**config.mk**
```make
export PLATFORM = sky130hd
export DESIGN_NAME = game_score_controller
export DESIGN_NICKNAME = d
export VERILOG_FILES = /design/src/rtl/game_pkg.sv /design/src/rtl/bcd_saturating_adder.sv /design/src/rtl/sync_edge.sv /design/src/rtl/game_score_controller.sv
export SDC_FILE = /design/constraint.sdc
export NUM_CORES = 1
export LEC_CHECK = 0
export CORE_AREA = 2 2 99 101
export CTS_CLUSTER_DIAMETER = 150
export DETAILED_ROUTE_END_ITERATION = 10
export DIE_AREA = 0 0 101 103
export GPL_ROUTABILITY_DRIVEN = 0
export PLACE_DENSITY_LB_ADDON = 0.15
export SYNTH_ARGS = -nofsm -noshare
export SYNTH_HDL_FRONTEND = slang
export SYNTH_SLANG_ARGS = --single-unit
```
**constraint.sdc**
```tcl
create_clock -name CLOCK -period 8.4 [get_ports CLOCK]
set_input_delay 2.52 -clock CLOCK [delete_from_list [all_inputs] [get_ports CLOCK]]
set_output_delay 2.52 -clock CLOCK [all_outputs]
set_load 0.01 [all_outputs]
```
**src/rtl/game_pkg.sv**
```systemverilog
// Shared definitions for the game score controller: state encoding, BCD digit
// width, synchroniser edge-select constants and a constant BCD conversion helper.
package game_pkg;

  localparam logic [1:0] ST_IDLE = 2'b00;
  localparam logic [1:0] ST_RUN  = 2'b01;
  localparam logic [1:0] ST_DEAD = 2'b10;

  localparam int BCD_W = 4;

  // sync_edge output select: rising edge strobe, falling edge strobe, or synchronised level
  localparam logic [1:0] RISE  = 2'd0;
  localparam logic [1:0] FALL  = 2'd1;
  localparam logic [1:0] LEVEL = 2'd2;

  function automatic logic [63:0] to_bcd(input int unsigned value);
    logic [63:0] r;
    int unsigned x;
    r = '0;
    x = value;
    for (int i = 0; i < 16; i++) begin
      r[i*BCD_W +: BCD_W] = 4'(x % 10);
      x = x / 10;
    end
    return r;
  endfunction

endpackage

```
**src/rtl/bcd_saturating_adder.sv**
```systemverilog
// Adds the constant POINTS to an N_DIGITS BCD value through a per-digit
// carry chain and clamps the result to BCD(SCORE_MAX).
module bcd_saturating_adder
  import game_pkg::*;
#(
  parameter int N_DIGITS  = 4,
  parameter int POINTS    = 5,
  parameter int SCORE_MAX = 9999
) (
  input  logic [BCD_W*N_DIGITS-1:0] a,
  output logic [BCD_W*N_DIGITS-1:0] sum
);

  localparam int W = BCD_W * N_DIGITS;
  localparam logic [W-1:0] PTS_BCD = W'(to_bcd(POINTS));
  localparam logic [W-1:0] MAX_BCD = W'(to_bcd(SCORE_MAX));

  logic [W-1:0]   raw;
  logic           carry;
  logic [BCD_W:0] dsum;

  always_comb begin
    raw   = '0;
    carry = 1'b0;
    dsum  = '0;
    for (int i = 0; i < N_DIGITS; i++) begin
      dsum = {1'b0, a[i*BCD_W +: BCD_W]} + {1'b0, PTS_BCD[i*BCD_W +: BCD_W]}
           + {{BCD_W{1'b0}}, carry};
      if (dsum > (BCD_W+1)'(9)) begin
        dsum  = dsum - (BCD_W+1)'(10);
        carry = 1'b1;
      end else begin
        carry = 1'b0;
      end
      raw[i*BCD_W +: BCD_W] = dsum[BCD_W-1:0];
    end
    // Valid BCD vectors order the same way as their binary bit patterns
    sum = (carry || (raw > MAX_BCD)) ? MAX_BCD : raw;
  end

endmodule

```
**src/rtl/sync_edge.sv**
```systemverilog
// Two-flop synchroniser plus a history flop; presents either an edge strobe
// or the synchronised level of an asynchronous input.
module sync_edge
  import game_pkg::*;
#(
  parameter logic [1:0] MODE     = RISE,
  parameter logic       IDLE_LVL = 1'b0
) (
  input  logic clk,
  input  logic reset,
  input  logic din,
  output logic q
);

  logic s1;
  logic s2;
  logic hist;

  always_ff @(posedge clk) begin
    if (!reset) begin
      s1   <= IDLE_LVL;
      s2   <= IDLE_LVL;
      hist <= IDLE_LVL;
    end else begin
      s1   <= din;
      s2   <= s1;
      hist <= s2;
    end
  end

  always_comb begin
    case (MODE)
      RISE:    q = s2 & ~hist;
      FALL:    q = ~s2 & hist;
      default: q = s2;
    endcase
  end

endmodule

```
**src/rtl/game_score_controller.sv**
```systemverilog
// Game state machine (IDLE/RUN/DEAD) with score, BCD score, high score,
// difficulty level and scroll speed; asynchronous events are synchronised to CLOCK.
module game_score_controller
  import game_pkg::*;
#(
  parameter int SCORE_W     = 14,
  parameter int N_DIGITS    = 4,
  parameter int SCORE_MAX   = 9999,
  parameter int POINTS      = 5,
  parameter int LEVEL_STEP  = 50,
  parameter int N_LEVELS    = 8,
  parameter int BASE_SPEED  = 1,
  parameter int DEAD_FRAMES = 60
) (
  input  logic                        CLOCK,
  input  logic                        reset,
  input  logic                        startBtn,
  input  logic                        pipePassed,
  input  logic                        collision,
  input  logic                        frameTick,
  input  logic                        clearHigh,
  output logic [1:0]                  state,
  output logic [SCORE_W-1:0]          score,
  output logic [BCD_W*N_DIGITS-1:0]   scoreBcd,
  output logic [SCORE_W-1:0]          highScore,
  output logic [$clog2(N_LEVELS)-1:0] level,
  output logic [7:0]                  scrollSpeed,
  output logic                        newRecord
);

  localparam int LVL_W = $clog2(N_LEVELS);
  localparam int DC_W  = $clog2(DEAD_FRAMES + 1);
  localparam int ACC_W = $clog2(LEVEL_STEP + POINTS + 1);

  localparam logic [SCORE_W:0] SUM_MAX    = (SCORE_W+1)'(SCORE_MAX);
  localparam logic [SCORE_W:0] SUM_PTS    = (SCORE_W+1)'(POINTS);
  localparam logic [ACC_W-1:0] ACC_PTS    = ACC_W'(POINTS);
  localparam logic [ACC_W-1:0] ACC_STEP   = ACC_W'(LEVEL_STEP);
  localparam logic [LVL_W-1:0] LVL_MAX    = LVL_W'(N_LEVELS - 1);
  localparam logic [DC_W-1:0]  DEAD_LAST  = DC_W'(DEAD_FRAMES);
  localparam logic [7:0]       SPEED_BASE = 8'(BASE_SPEED);

  logic start_ev;
  logic pipe_ev;
  logic tick_ev;
  logic col_lvl;

  logic [1:0] state_q;
  logic [1:0] state_d;

  logic enter_run;
  logic enter_dead;
  logic score_en;
  logic tick_en;
  logic clear_en;

  logic [DC_W-1:0]           dead_cnt;
  logic [ACC_W-1:0]          level_acc;
  logic [ACC_W-1:0]          acc_sum;
  logic [SCORE_W:0]          score_sum;
  logic [SCORE_W-1:0]        score_next;
  logic [BCD_W*N_DIGITS-1:0] bcd_next;

  sync_edge #(.MODE(FALL),  .IDLE_LVL(1'b1)) u_sync_start (
    .clk(CLOCK), .reset(reset), .din(startBtn),   .q(start_ev));
  sync_edge #(.MODE(RISE),  .IDLE_LVL(1'b0)) u_sync_pipe (
    .clk(CLOCK), .reset(reset), .din(pipePassed), .q(pipe_ev));
  sync_edge #(.MODE(RISE),  .IDLE_LVL(1'b0)) u_sync_tick (
    .clk(CLOCK), .reset(reset), .din(frameTick),  .q(tick_ev));
  sync_edge #(.MODE(LEVEL), .IDLE_LVL(1'b0)) u_sync_col (
    .clk(CLOCK), .reset(reset), .din(collision),  .q(col_lvl));

  bcd_saturating_adder #(
    .N_DIGITS (N_DIGITS),
    .POINTS   (POINTS),
    .SCORE_MAX(SCORE_MAX)
  ) u_bcd_add (
    .a  (scoreBcd),
    .sum(bcd_next)
  );

  always_ff @(posedge CLOCK) begin
    if (!reset) begin
      state_q <= ST_IDLE;
    end else begin
      state_q <= state_d;
    end
  end

  always_comb begin
    state_d = state_q;
    case (state_q)
      ST_IDLE: if (start_ev) state_d = ST_RUN;
      ST_RUN:  if (col_lvl) state_d = ST_DEAD;
      ST_DEAD: if (start_ev && (dead_cnt == DEAD_LAST)) state_d = ST_RUN;
      default: state_d = ST_IDLE;
    endcase
  end

  // Collision beats a simultaneous pipe event; DEAD only counts ticks up to the lockout
  always_comb begin
    state      = state_q;
    enter_run  = (state_d == ST_RUN) && (state_q != ST_RUN);
    enter_dead = (state_d == ST_DEAD) && (state_q == ST_RUN);
    score_en   = (state_q == ST_RUN) && !col_lvl && pipe_ev;
    tick_en    = (state_q == ST_DEAD) && tick_ev && (dead_cnt != DEAD_LAST);
    clear_en   = (state_q == ST_IDLE) && clearHigh;
  end

  always_comb begin
    score_sum  = {1'b0, score} + SUM_PTS;
    score_next = (score_sum > SUM_MAX) ? SUM_MAX[SCORE_W-1:0] : score_sum[SCORE_W-1:0];
    acc_sum    = level_acc + ACC_PTS;
  end

  always_ff @(posedge CLOCK) begin
    if (!reset) begin
      score       <= '0;
      scoreBcd    <= '0;
      highScore   <= '0;
      level       <= '0;
      level_acc   <= '0;
      dead_cnt    <= '0;
      newRecord   <= 1'b0;
      scrollSpeed <= SPEED_BASE;
    end else begin
      scrollSpeed <= SPEED_BASE + 8'(level);
      if (enter_run) begin
        score     <= '0;
        scoreBcd  <= '0;
        level     <= '0;
        level_acc <= '0;
        newRecord <= 1'b0;
      end else if (enter_dead) begin
        dead_cnt <= '0;
        if (score > highScore) begin
          highScore <= score;
          newRecord <= 1'b1;
        end
      end else if (score_en) begin
        score    <= score_next;
        scoreBcd <= bcd_next;
        if (acc_sum >= ACC_STEP) begin
          level_acc <= acc_sum - ACC_STEP;
          if (level != LVL_MAX) level <= level + LVL_W'(1);
        end else begin
          level_acc <= acc_sum;
        end
      end
      if (tick_en) dead_cnt <= dead_cnt + DC_W'(1);
      if (clear_en) highScore <= '0;
    end
  end

endmodule

```
==> summary.md <==
| Metric | Value |
|---|---|
| Clock Skew | around 0.012 ns |
| Root Driver | clkbuf_8 |
| Initial Util | about 48% |
| Vias/cell | 5.581 |
| Die Ht | 103 um |
| Mean routed wirelength per cell | about 14 um |
| Critical path peak fanout | 11 |
| Post_cts resized | 0 |
| Dpl cells | 703 |
| Post-synthesis area per instance | 8.034 um2 |
| Fin crit share | 67.84% |
| Placed cell area | 5112 um2 |
| Area grow syn2layout | 16.43% |
| Crit start category | flip-flop |
| Final Worst Setup Slack | between 2 and 3 ns |
| HP Start | u_sync_start.s1 |
| H-tree depth reported by CTS | 3 |
| Row count | 36 |
| Max clock buf depth | 2 |
| Top post-synthesis cells by area | dfxtp_1 (34%), ha_1 (9.4%), nor2_1 (4.7%), a21oi_1 (4.4%), nand2_1 (4.2%) |
| Number of diodes | 0 |
| Total power | 0.6319 mW |
| WS Path Type | flip-flop to flip-flop |
| Ports | 65 |
| Pin count of the biggest net entering global routing | 32 |
| Clk_lat worst skew | between 0.3 and 0.4 ns |
| GRT Overall Usage | roughly a fifth |
| Final Hold Viols | 0 |
| Global-route wire length before repair | 16660 um |
| DR vias | 3996 |
| Pleak | 1.954 nW |
| CTS Sinks | just under 80 |
| Setup TNS | 0 ns |
| Post-synth cell types | 57 |
| Worst slew pin tran | 1.156 ns |
| Post-route ant nets | 0 |
| Post-route insts no fill | 716 |
| R2R cell count | 25 |
| R2r startpoint | scoreBcd[1] |
| Yosys top cell by area | dfxtp_1 |
| GR Overflow Total | 0 |
| DRC viols | 0 |
| Mapped cell area | 4523 um2 |
| Total routed wirelength | 9929 um |
| Max-cap violations | 0 |
| Synthesis Warnings | 0 |
| IR drop worst, VDD | 0.00007547 V |
| WHS Path Cells | 1 |
| Number of buffers created by CTS | 9 |
| Area fraction of the dominant cell type after synthesis | ~34% |
| Final Core Density | 55.67% |
| Clock-pin slew on the worst setup and hold paths | 0.07 ns |
| Final Cell Area | 5266 um2 |
| Worst hold path endpoint | u_sync_start.s2 |
| Pre-CTS setup slack | 2.777 ns |
| CP Capture Type | flip-flop |
| Worst hold-check path type | flip-flop to flip-flop |
| Setup bufs post-CTS | 0 |
| TritonCTS clock tree | built |
| Initial antenna violation count | 0 |
| Die X | 101 um |
| Pre-Repair DR Iteration Count | 5 |
| Die footprint | 10400 um2 |
| Status | completed |
| EDFF count, synth | 0 |
| Starting DRT DRC Count | 131 |
| Final Critical Period | 5.698 ns |
| Hold WS | 0.4128 ns |
| Seq/Total Area, Yosys | about a third |
| Worst EP arrival | 5.98 ns |
| Max Transition Viols Final | 0 |
| Fillers | 906 |
| RSZ-0062 raised after global routing | false |
| Post-Synthesis Cells | 563 |
| Seq cells post-synth | 77 |
| Setup violators final | 0 |
| Nets | 641 |
| CP required | 8.68 ns |
| Reg-to-Reg End | scoreBcd[3] |
| Layout cells sized above 1 | between 3 and 4% |
| FFs w/ async S/R, synth | 0% |
| Buffers added on ports | 60 |
| Slew Limit Headroom | around 23% |
| Core Box Area | 9459 um2 |
| HPWL after DPL | 6998 um |
| Hold-fix buffers, CTS | 0 |
| Vias in the first global route | 3563 |
| Achievable Freq | around 180 MHz |
| Main synth FF type | dfxtp_1 |
| FF-to-FF setup slack | 2.70 ns |
| P per Cell Area | approximately 120 nW/um2 |
power by group:
part	total, mW	internal [mW]	switching, mW
Sequential	0.371	0.368	0.00263
Combinational	0.0253	0.00993	0.0154
Clock	0.236	0.110	0.126
Total	0.632	0.488	0.144
worst max-delay path by stage:
stage / end / startpoint / cells after the start / slack (ns)
2_1_floorplan: scoreBcd[4] / scoreBcd[0] / 25 / 2.94
6_report: scoreBcd[3] / scoreBcd[1] / 25 / 2.70
5_1_grt: scoreBcd[6] / scoreBcd[1] / 25 / 2.32
3_5_place_dp: scoreBcd[6] / scoreBcd[0] / 25 / 2.78
4_1_cts: scoreBcd[3] / scoreBcd[0] / 25 / 2.75
3_3_place_gp: scoreBcd[5] / scoreBcd[0] / 23 / 3.04
final cells by class:
| cell class | instances | area (um2) | share of cell area (%) |
|---|---|---|---|
| clock buffer | 11 | 141.4 | 2.685 |
| clock inverter | 2 | 12.51 | 0.2376 |
| inverter | 33 | 123.9 | 2.352 |
| multi-input combinational | 416 | 2681 | 50.91 |
| sequential | 77 | 1541 | 29.27 |
| tap | 114 | 142.6 | 2.708 |
| timing repair buffer | 63 | 623.1 | 11.83 |
routing by layer:
metal	wire length, um	track usage, %
met1	4917	27.47
met2	4562	30.82
met3	341	3.119
met4	108	5.821
met5	0	0
kinds of logic (layout without fill, tap and decap cells):
group | after synthesis | after routing | synth area share, %
adders and majority gates | 34 | 34 | 9.405
other | 1 | 4 | 0.08291
DFF | 77 | 77 | 34.08
AOI/OAI and AO/OA | 129 | 129 | 18.78
buffers and inverters | 73 | 109 | 6.888
and+or+nand+nor | 209 | 209 | 22.49
muxes | 19 | 19 | 4.205
xor gates and xnor gates | 21 | 21 | 4.066
state kept, by name, indices dropped and copies added (netlist names), 2 cells and up:
| register | flops |
|---|---|
| scoreBcd | 16 |
| scrollSpeed | 4 |
| level_acc | 6 |
| level | 3 |
| highScore | 14 |
| state | 2 |
| score | 14 |
| dead_cnt | 6 |
worst max-delay path, stage by stage (launching register included):
cell and delay (ns):
dfxtp_1 0.36, ha_1 0.23, nand2b_1 0.14, a21oi_1 0.37
inv_1 0.11, ha_1 0.22, ha_1 0.38, inv_1 0.15
a31oi_1 0.10, o22a_1 0.25, ha_1 0.22, ha_1 0.42
inv_1 0.11, nand2_1 0.09, a21oi_1 0.09, nor3_1 0.33
ha_1 0.30, ha_1 0.31, xnor2_1 0.16, nand2_1 0.07
o32ai_1 0.13, o211ai_1 0.17, o41a_1 0.45, o31ai_1 0.07
buf_4 0.22, o221a_2 0.20
cell usage in the layout (no fill, tap or decap), types with 3 or more instances in the layout:
master           instances
a211oi_1                 4
a21boi_0                 4
a21o_1                   4
a21oi_1                 40
a31oi_1                 10
a41oi_1                  3
and2_1                  13
and3_1                   3
buf_4                    3
clkbuf_8                10
clkdlybuf4s50_1         60
conb_1                   4
dfxtp_1                 77
ha_1                    34
inv_1                   33
mux2i_1                 19
nand2_1                 51
nand2b_1                 9
nand3_1                 27
nand4_1                  8
nor2_1                  57
nor2b_1                  6
nor3_1                  11
o211ai_1                 6
o21a_1                   7
o21ai_0                 20
o221a_2                  4
o31ai_1                  8
or2_2                    3
or3_1                    6
or4_1                    5
xnor2_1                 13
xor2_1                   8
synthesized netlist by cell type (2+ instances only):
cell      count
or3_1         6
and3_1        3
nand2b_1      9
mux2i_1      19
or2_2         3
nor2b_1       6
o31a_1        2
xnor2_1      13
nor2_1       57
a21boi_0      4
a21oi_1      40
nand3_1      27
and2_1       13
clkbuf_1     27
ha_1         34
o31ai_1       8
buf_6         2
a41oi_1       3
a21o_1        4
buf_4         4
dfxtp_1      77
xor2_1        8
o211ai_1      6
o21ai_1       2
o21ai_0      20
nand3b_1      2
a211o_1       2
buf_2         5
nor3_1       11
a211oi_1      4
or4_1         5
nand4_1       8
o22a_1        2
inv_1        33
nor4b_1       2
o221a_2       4
o21a_1        7
a32oi_1       2
a31oi_1      10
nand2_1      51
o221ai_1      2
Power figures use the tool's default switching activity.
